File: src/rtl/uart_rx_if.sv
// Serial receive port bundle: the line input plus the received-word outputs.
// master = line driver / word consumer, slave = the receiver itself.
interface uart_rx_if #(
    parameter int DATA_SIZE = 8
);
    logic                 rx;
    logic [DATA_SIZE-1:0] data;
    logic                 valid;
    logic                 frame_err;
    logic                 busy;

    modport master (output rx, input data, valid, frame_err, busy);
    modport slave  (input rx, output data, valid, frame_err, busy);
endinterface

File: src/rtl/uart_rx.sv
// UART receiver: 2-flop synchronised line, start-bit qualification at half a bit,
// mid-bit sampling of DATA_SIZE LSB-first bits, stop-bit check with break hold-off.
module uart_rx #(
    parameter int unsigned FREQ      = 1_000_000_000,
    parameter int unsigned BAUD      = 115200,
    parameter int          DATA_SIZE = 8
) (
    input  logic        clk,
    input  logic        reset,
    uart_rx_if.slave    bus
);
    localparam int unsigned DIVISOR = FREQ / BAUD;
    localparam int unsigned HALF    = DIVISOR / 2;
    localparam int          CW      = $clog2(DIVISOR);
    localparam int          IW      = (DATA_SIZE > 1) ? $clog2(DATA_SIZE) : 1;

    if (DIVISOR < 4) begin : g_bad_divisor
        $error("uart_rx: FREQ/BAUD must be at least 4");
    end

    typedef enum logic [2:0] {IDLE, START, DATA, STOP, BREAK} state_t;

    state_t               state, state_n;
    logic [CW-1:0]        cnt, cnt_n;
    logic [IW-1:0]        idx, idx_n;
    logic [DATA_SIZE-1:0] shreg, shreg_n;
    logic [DATA_SIZE-1:0] data_q, data_n;
    logic                 valid_q, valid_n;
    logic                 ferr_q, ferr_n;
    logic                 rx_m, rx_s;
    logic [DATA_SIZE:0]   shin;

    // New bit enters at the MSB so the first-received bit ends up in bit 0.
    assign shin = {rx_s, shreg};

    always_ff @(posedge clk or negedge reset) begin
        if (!reset) begin
            state   <= IDLE;
            cnt     <= '0;
            idx     <= '0;
            shreg   <= '0;
            data_q  <= '0;
            valid_q <= 1'b0;
            ferr_q  <= 1'b0;
            rx_m    <= 1'b1;
            rx_s    <= 1'b1;
        end else begin
            state   <= state_n;
            cnt     <= cnt_n;
            idx     <= idx_n;
            shreg   <= shreg_n;
            data_q  <= data_n;
            valid_q <= valid_n;
            ferr_q  <= ferr_n;
            rx_m    <= bus.rx;
            rx_s    <= rx_m;
        end
    end

    always_comb begin
        state_n = state;
        cnt_n   = cnt + CW'(1);
        idx_n   = idx;
        shreg_n = shreg;
        data_n  = data_q;
        valid_n = 1'b0;
        ferr_n  = 1'b0;
        case (state)
            IDLE: begin
                cnt_n = '0;
                if (!rx_s) state_n = START;
            end
            START: begin
                if (cnt == CW'(HALF - 1)) begin
                    cnt_n   = '0;
                    idx_n   = '0;
                    state_n = rx_s ? IDLE : DATA;
                end
            end
            DATA: begin
                if (cnt == CW'(DIVISOR - 1)) begin
                    cnt_n   = '0;
                    shreg_n = shin[DATA_SIZE:1];
                    idx_n   = idx + IW'(1);
                    if (idx == IW'(DATA_SIZE - 1)) state_n = STOP;
                end
            end
            STOP: begin
                if (cnt == CW'(DIVISOR - 1)) begin
                    cnt_n = '0;
                    if (rx_s) begin
                        data_n  = shreg;
                        valid_n = 1'b1;
                        state_n = IDLE;
                    end else begin
                        ferr_n  = 1'b1;
                        state_n = BREAK;
                    end
                end
            end
            BREAK: begin
                // A held-low line is a break, not a new start bit.
                cnt_n = '0;
                if (rx_s) state_n = IDLE;
            end
            default: begin
                cnt_n   = '0;
                state_n = IDLE;
            end
        endcase
    end

    assign bus.data      = data_q;
    assign bus.valid     = valid_q;
    assign bus.frame_err = ferr_q;
    assign bus.busy      = (state != IDLE);
endmodule

File: src/flat_wrapper.sv
// flat-port wrapper written by rule: the top's interface ports become plain ports
module uart_rx_flat 
#(
    parameter int unsigned FREQ      = 1_000_000_000,
    parameter int unsigned BAUD      = 115200,
    parameter int          DATA_SIZE = 8
)
  (clk, reset, bus_rx, bus_data, bus_valid, bus_frame_err, bus_busy);
  uart_rx_if #(.DATA_SIZE(DATA_SIZE)) bus_i ();
  input  logic clk;
  input  logic reset;
  input wire logic [$bits(bus_i.rx)-1:0] bus_rx;
  output wire logic [$bits(bus_i.data)-1:0] bus_data;
  output wire logic [$bits(bus_i.valid)-1:0] bus_valid;
  output wire logic [$bits(bus_i.frame_err)-1:0] bus_frame_err;
  output wire logic [$bits(bus_i.busy)-1:0] bus_busy;
  assign bus_i.rx = bus_rx;
  assign bus_data = bus_i.data;
  assign bus_valid = bus_i.valid;
  assign bus_frame_err = bus_i.frame_err;
  assign bus_busy = bus_i.busy;
  uart_rx #(.FREQ(FREQ), .BAUD(BAUD), .DATA_SIZE(DATA_SIZE)) u_core (.clk(clk), .reset(reset), .bus(bus_i));
endmodule
File: config.mk
export PLATFORM = sky130hd
export DESIGN_NAME = uart_rx_flat
export DESIGN_NICKNAME = d
export VERILOG_FILES = /design/src/rtl/uart_rx_if.sv /design/src/rtl/uart_rx.sv /design/src/flat_wrapper.sv
export SDC_FILE = /design/constraint.sdc
export NUM_CORES = 1
export LEC_CHECK = 0
export CAP_MARGIN = 20
export CORE_UTILIZATION = 61
export DETAILED_ROUTE_END_ITERATION = 10
export HOLD_SLACK_MARGIN = 0.03
export MAX_ROUTING_LAYER = met4
export PLACE_DENSITY = 0.83
export SYNTH_ARGS = -nofsm -noshare
export SYNTH_HDL_FRONTEND = slang
export SYNTH_SLANG_ARGS = --single-unit
File: constraint.sdc
create_clock -name clk -period 3.4 [get_ports clk]
set_input_delay 0.68 -clock clk [delete_from_list [all_inputs] [get_ports clk]]
set_output_delay 0.68 -clock clk [all_outputs]
set_load 0.005 [all_outputs]
* Word level (Yosys, flattened, before mapping)
Cells that the tools add are included. W data, S select, Z words.
Word-level totals: flip-flop bits (word level) 40, bits of input ports 3, output and inout bits 11, logic and storage cells 53
Cells by class: add/sub/neg operators 2, equal/unequal tests 13, mux-type cells 21, reduce and logical (&&, ||, !) cells 8
Operators by type and width (number):
- $mux W14 | 2
- $pmux W14 S2 | 1
- $mux W3 | 9
- $pmux W3 S5 | 1
- $add A14 B1 Y14 const B | 1
- $eq A14 B13 Y1 const B | 1
- $eq A14 B14 Y1 const B | 1
- $ne A2 B1 Y1 const B | 5
- $eq A3 B2 Y1 const B | 2
- $eq A3 B3 Y1 const B | 2
- $mux W1 | 6
- $pmux W3 S2 | 1
- $reduce_and A3 Y1 | 2
- $reduce_and A6 Y1 | 1
- $add A3 B1 Y3 const B | 1
- $eq A3 B1 Y1 const B | 1
- $logic_not A3 Y1 | 1
- $reduce_bool A3 Y1 | 1
- $mux W2 | 1
- $ne A2 B2 Y1 const B | 1
- $reduce_and A2 Y1 | 1
- $reduce_bool A2 Y1 | 1
- $reduce_or A2 Y1 | 1

* Depth between registers and ports, before layout
depth after elaboration 4, mapped depth 6, depth with buffers taken out 5

* Worst setup path before layout
Ideal clock, no wire load.
path type flip-flop to flip-flop, start point reg u_core.cnt[3], end point reg u_core.shreg[0], data arrival time 1.588 ns, path slack 1.687 ns, stages on the path, launching flop included 5, path buffers 1, cells stage by stage dfrtp_1 -> nor4_4 -> and4_2 -> buf_6 -> mux2_2
Between the ends: word-level cells in the longest chain between the ends 2
Ends and longest elaborated chain:
- from (decl) | RTL line uart_rx.sv:24 | logic [CW-1:0] cnt, cnt_n;
- from (signal assigned) | RTL line uart_rx.sv:49 | cnt <= cnt_n;
- $eq A14 B14 Y1 | RTL line uart_rx.sv:81 | if (cnt == CW'(DIVISOR - 1)) begin
- $reduce_and A2 Y1 (no line)
- to (signal assigned) | RTL line uart_rx.sv:51 | shreg <= shreg_n;
- to (decl) | RTL line uart_rx.sv:26 | logic [DATA_SIZE-1:0] shreg, shreg_n;
No other way between the ends. A chain may end at the register's enable or synchronous reset.

* Worst setup path in the final report
start point reg u_core.state[0], end point out bus_busy
Between the ends: word-level cells in the longest chain between the ends 1
Ends and longest elaborated chain:
- from (decl) | RTL line uart_rx.sv:23 | state_t state, state_n;
- from (signal assigned) | RTL line uart_rx.sv:48 | state <= state_n;
- $reduce_bool A3 Y1 | RTL line uart_rx.sv:116 | assign bus.busy = (state != IDLE);
- to (decl) | RTL line flat_wrapper.sv:16 | output wire logic [$bits(bus_i.busy)-1:0] bus_busy;
No other way between the ends.

==> run metrics <==
Total GRT Usage=22.7%; unrepaired setup endpoints after global routing=false; layout overhead on the synthesized area=10.6%; chip height=56.8 um; Synth warnings=0; worst path bufs/invs=1; H-tree levels=2; critical path data required time=about 2700 ps; site row count=19; initial antenna violation count=0; CP arrival=1700 ps; slowest stage delay, CP=between 500 and 600 ps; Cells after Synth=between 100 and 150; cts bufs inserted=5; Syn Std Cell Area=roughly 0.0018 mm^2; Cell Pwr Density=just over 400 mW/mm^2; die outline area=~0.0032 mm^2; kind of critical path=reg2out; critical-path cell list=or3_1 > clkdlybuf4s50_1; Starting Density=approximately 65%; number of global-route vias before repair=approximately 1200; Worst-Skew Late Latency=about 350 ps; GRT overflow=0; Worst-path clk slew=about 120 ps; f_max=roughly 420 MHz; Remaining DRCs=0; final setup fails=0; CTS sink count=40; Worst VDD drop=~0.00032 V; TNS Setup=0 ps; leakage=just over 0.9 nW; DR vias=between 1000 and 1500; Slew Limit Headroom=43.4%; RD Place Congestion=0.881; status=complete, no violations; Setup crit end kind=output port; Avg Synthesized Cell Area=between 10 and 15 um^2; vias per inst=roughly 6; Ant. Diodes=0; final net count=163; Final Cycle Share=69.9%; layout cells sized above 1=24.1%; drt total wl=slightly above 3000 um; first-pass GRT wire length=approximately 5300 um; Avg WL per Cell=16.4 um; syn_nets=approximately 150; drt pass-1 iters=4; HP Class=reg2reg; Final Hold Vio Count=0; post-layout util=72.3%; clock tree root driver cell=clkbuf_4; CTS Buffer Depth=2; clk_skew=approximately 13 ps; core area=0.00281 mm^2; pin slew with the least headroom to its limit=850 ps; drt initial violations=50; max cap viols=0; cts hold-fix bufs=0; fin. max-slew vios=0; Critical Path Slowest Stage Cell=dfrtp_1; post-route ant nets=0; startpoint types=flop; Distinct cells, synth=36; number of synthesized register bits=40; largest net degree at the start of global routing=41; I/O pin total=14; crit-path max FO=12; CTS tree=built; CTS resizes=0; crit path time final=2380 ps; Die W=roughly 57 um; Seq/Total Area, Yosys=around 55%; post-CTS setup-driven buffer insertion count=0; delay-heaviest family, CP=flip-flops; dpl hpwl=2140 um; port buffer count=13
[metal layers]
metal  track usage (%)  share of wire [%]  up-vias
met5                 -                  0        -
met4              11.5                2.9        0
met3              5.07                3.3       12
met2              33.8                 48       28
met1              29.4                 46      570
li1                  -                  -      546
[synthesized netlist by cell type]
master / count / share of area [%]
dfrtp_1: 38 / 52
mux2_2: 16 / 9.8
nor2_1: 15 / 3.1
xor2_1: 10 / 4.8
nand3_1: 9 / 2.5
nand4_1: 6 / 2.0
and4_2: 4 / 2.2
buf_6: 4 / 2.5
nand2_1: 4 / 0.82
a21oi_1: 3 / 0.82
ha_1: 3 / 2.0
a22o_1: 2 / 0.96
and4_1: 2 / 0.96
dfstp_2: 2 / 2.9
inv_1: 2 / 0.41
nor2b_1: 2 / 0.68
or3_1: 2 / 0.68
a31oi_1: 1 / 0.34
a32oi_2: 1 / 0.89
a41o_1: 1 / 0.55
and2_1: 1 / 0.34
and2b_2: 1 / 0.48
and4bb_2: 1 / 0.68
buf_4: 1 / 0.41
clkbuf_4: 1 / 0.41
mux2_1: 1 / 0.61
mux2i_1: 1 / 0.55
nand4_4: 1 / 1.2
nor2_4: 1 / 0.61
nor4_1: 1 / 0.34
nor4_4: 1 / 1.2
nor4b_2: 1 / 0.82
nor4bb_1: 1 / 0.55
o21ai_0: 1 / 0.27
o221ai_1: 1 / 0.48
xnor2_1: 1 / 0.48
[cell type report]
class | count | area [um^2]
sequential | 40 | 1000
fill | 208 | 777
multi-input combinational | 95 | 763
timing repair buffer | 13 | 125
clock buffer | 6 | 51.3
clock inverter | 2 | 38.8
tap | 31 | 38.8
inverter | 2 | 7.51
[registers in the layout, indices dropped and copies added (netlist names)]
signal,count
u_core.cnt,14
u_core.bus.frame_err,1
u_core.bus.valid,1
u_core.idx,3
u_core.shreg,8
u_core.rx_m,1
u_core.bus.data,8
u_core.state,3
u_core.rx_s,1
[stage by stage]
stage | std cells | hold WS [ps] | instance area, um^2 | total power [W] | worst slack [ps]
global route | 189 | 376 | 2030 | 0.000845 | 964
detailed placement | 181 | 354 | 1940 | 0.000499 | 1390
CTS | 189 | 372 | 2030 | 0.000829 | 1020
global placement | 181 | 351 | 1940 | 0.000499 | 1430
floorplan | 143 | 345 | 1830 | 0.000488 | 1690
finish | 189 | 372 | 2030 | 0.000821 | 1020
[power breakdown]
group,internal [W],total [W],switching [W]
Clock,0.000176,0.000332,0.000156
Sequential,0.000478,0.000479,0.00000123
Combinational,0.00000151,0.0000103,0.00000882
[final timing paths]
| path | start | end | slack (ps) | cells past startpoint |
|---|---|---|---|---|
| max reg2reg | u_core.cnt[3] | u_core.cnt[8] | 1340 | 4 |
| min reg2reg | u_core.rx_m | u_core.rx_s | 370 | 0 |
| max in group asynchronous | reset | u_core.cnt[4] | 2440 | 1 |
| min | u_core.rx_m | u_core.rx_s | 370 | 0 |
| max | u_core.state[0] | bus_busy | 1020 | 2 |
| min in group asynchronous | reset | u_core.bus.frame_err | 420 | 1 |
[worst register-to-register path, delay by kind of cell (launching register included)]
family / cells / cell delay [ps]
and+or+nand+nor: 3 / 800
AOI/OAI and AO/OA: 1 / 650
DFF: 1 / 480
[placed cells by master, fill, tap and decap left out, types with 3 or more instances in the layout]
master and n:
dfrtp_1 38, nand3_1 9, xor2_1 10, clkdlybuf4s50_1 12, nand4_1 6, and4_2 4
clkbuf_4 5, nand2_1 4, mux2_2 16, a21oi_1 3, ha_1 3, nor2_1 15
[cells by family (layout without fill, tap and decap cells)]
group	after synthesis	in the layout	synth area share, %
AND/OR/NAND/NOR	53	53	19.0
flip-flops	40	40	54.7
adder cells (fa/ha/maj)	3	3	2.05
AO/OA/AOI/OAI	10	10	4.30
XOR/XNOR	11	11	5.25
multiplexers	18	18	11.0
buffers and inverters	8	23	3.68
Note: power is estimated with default switching activity, not from simulation.
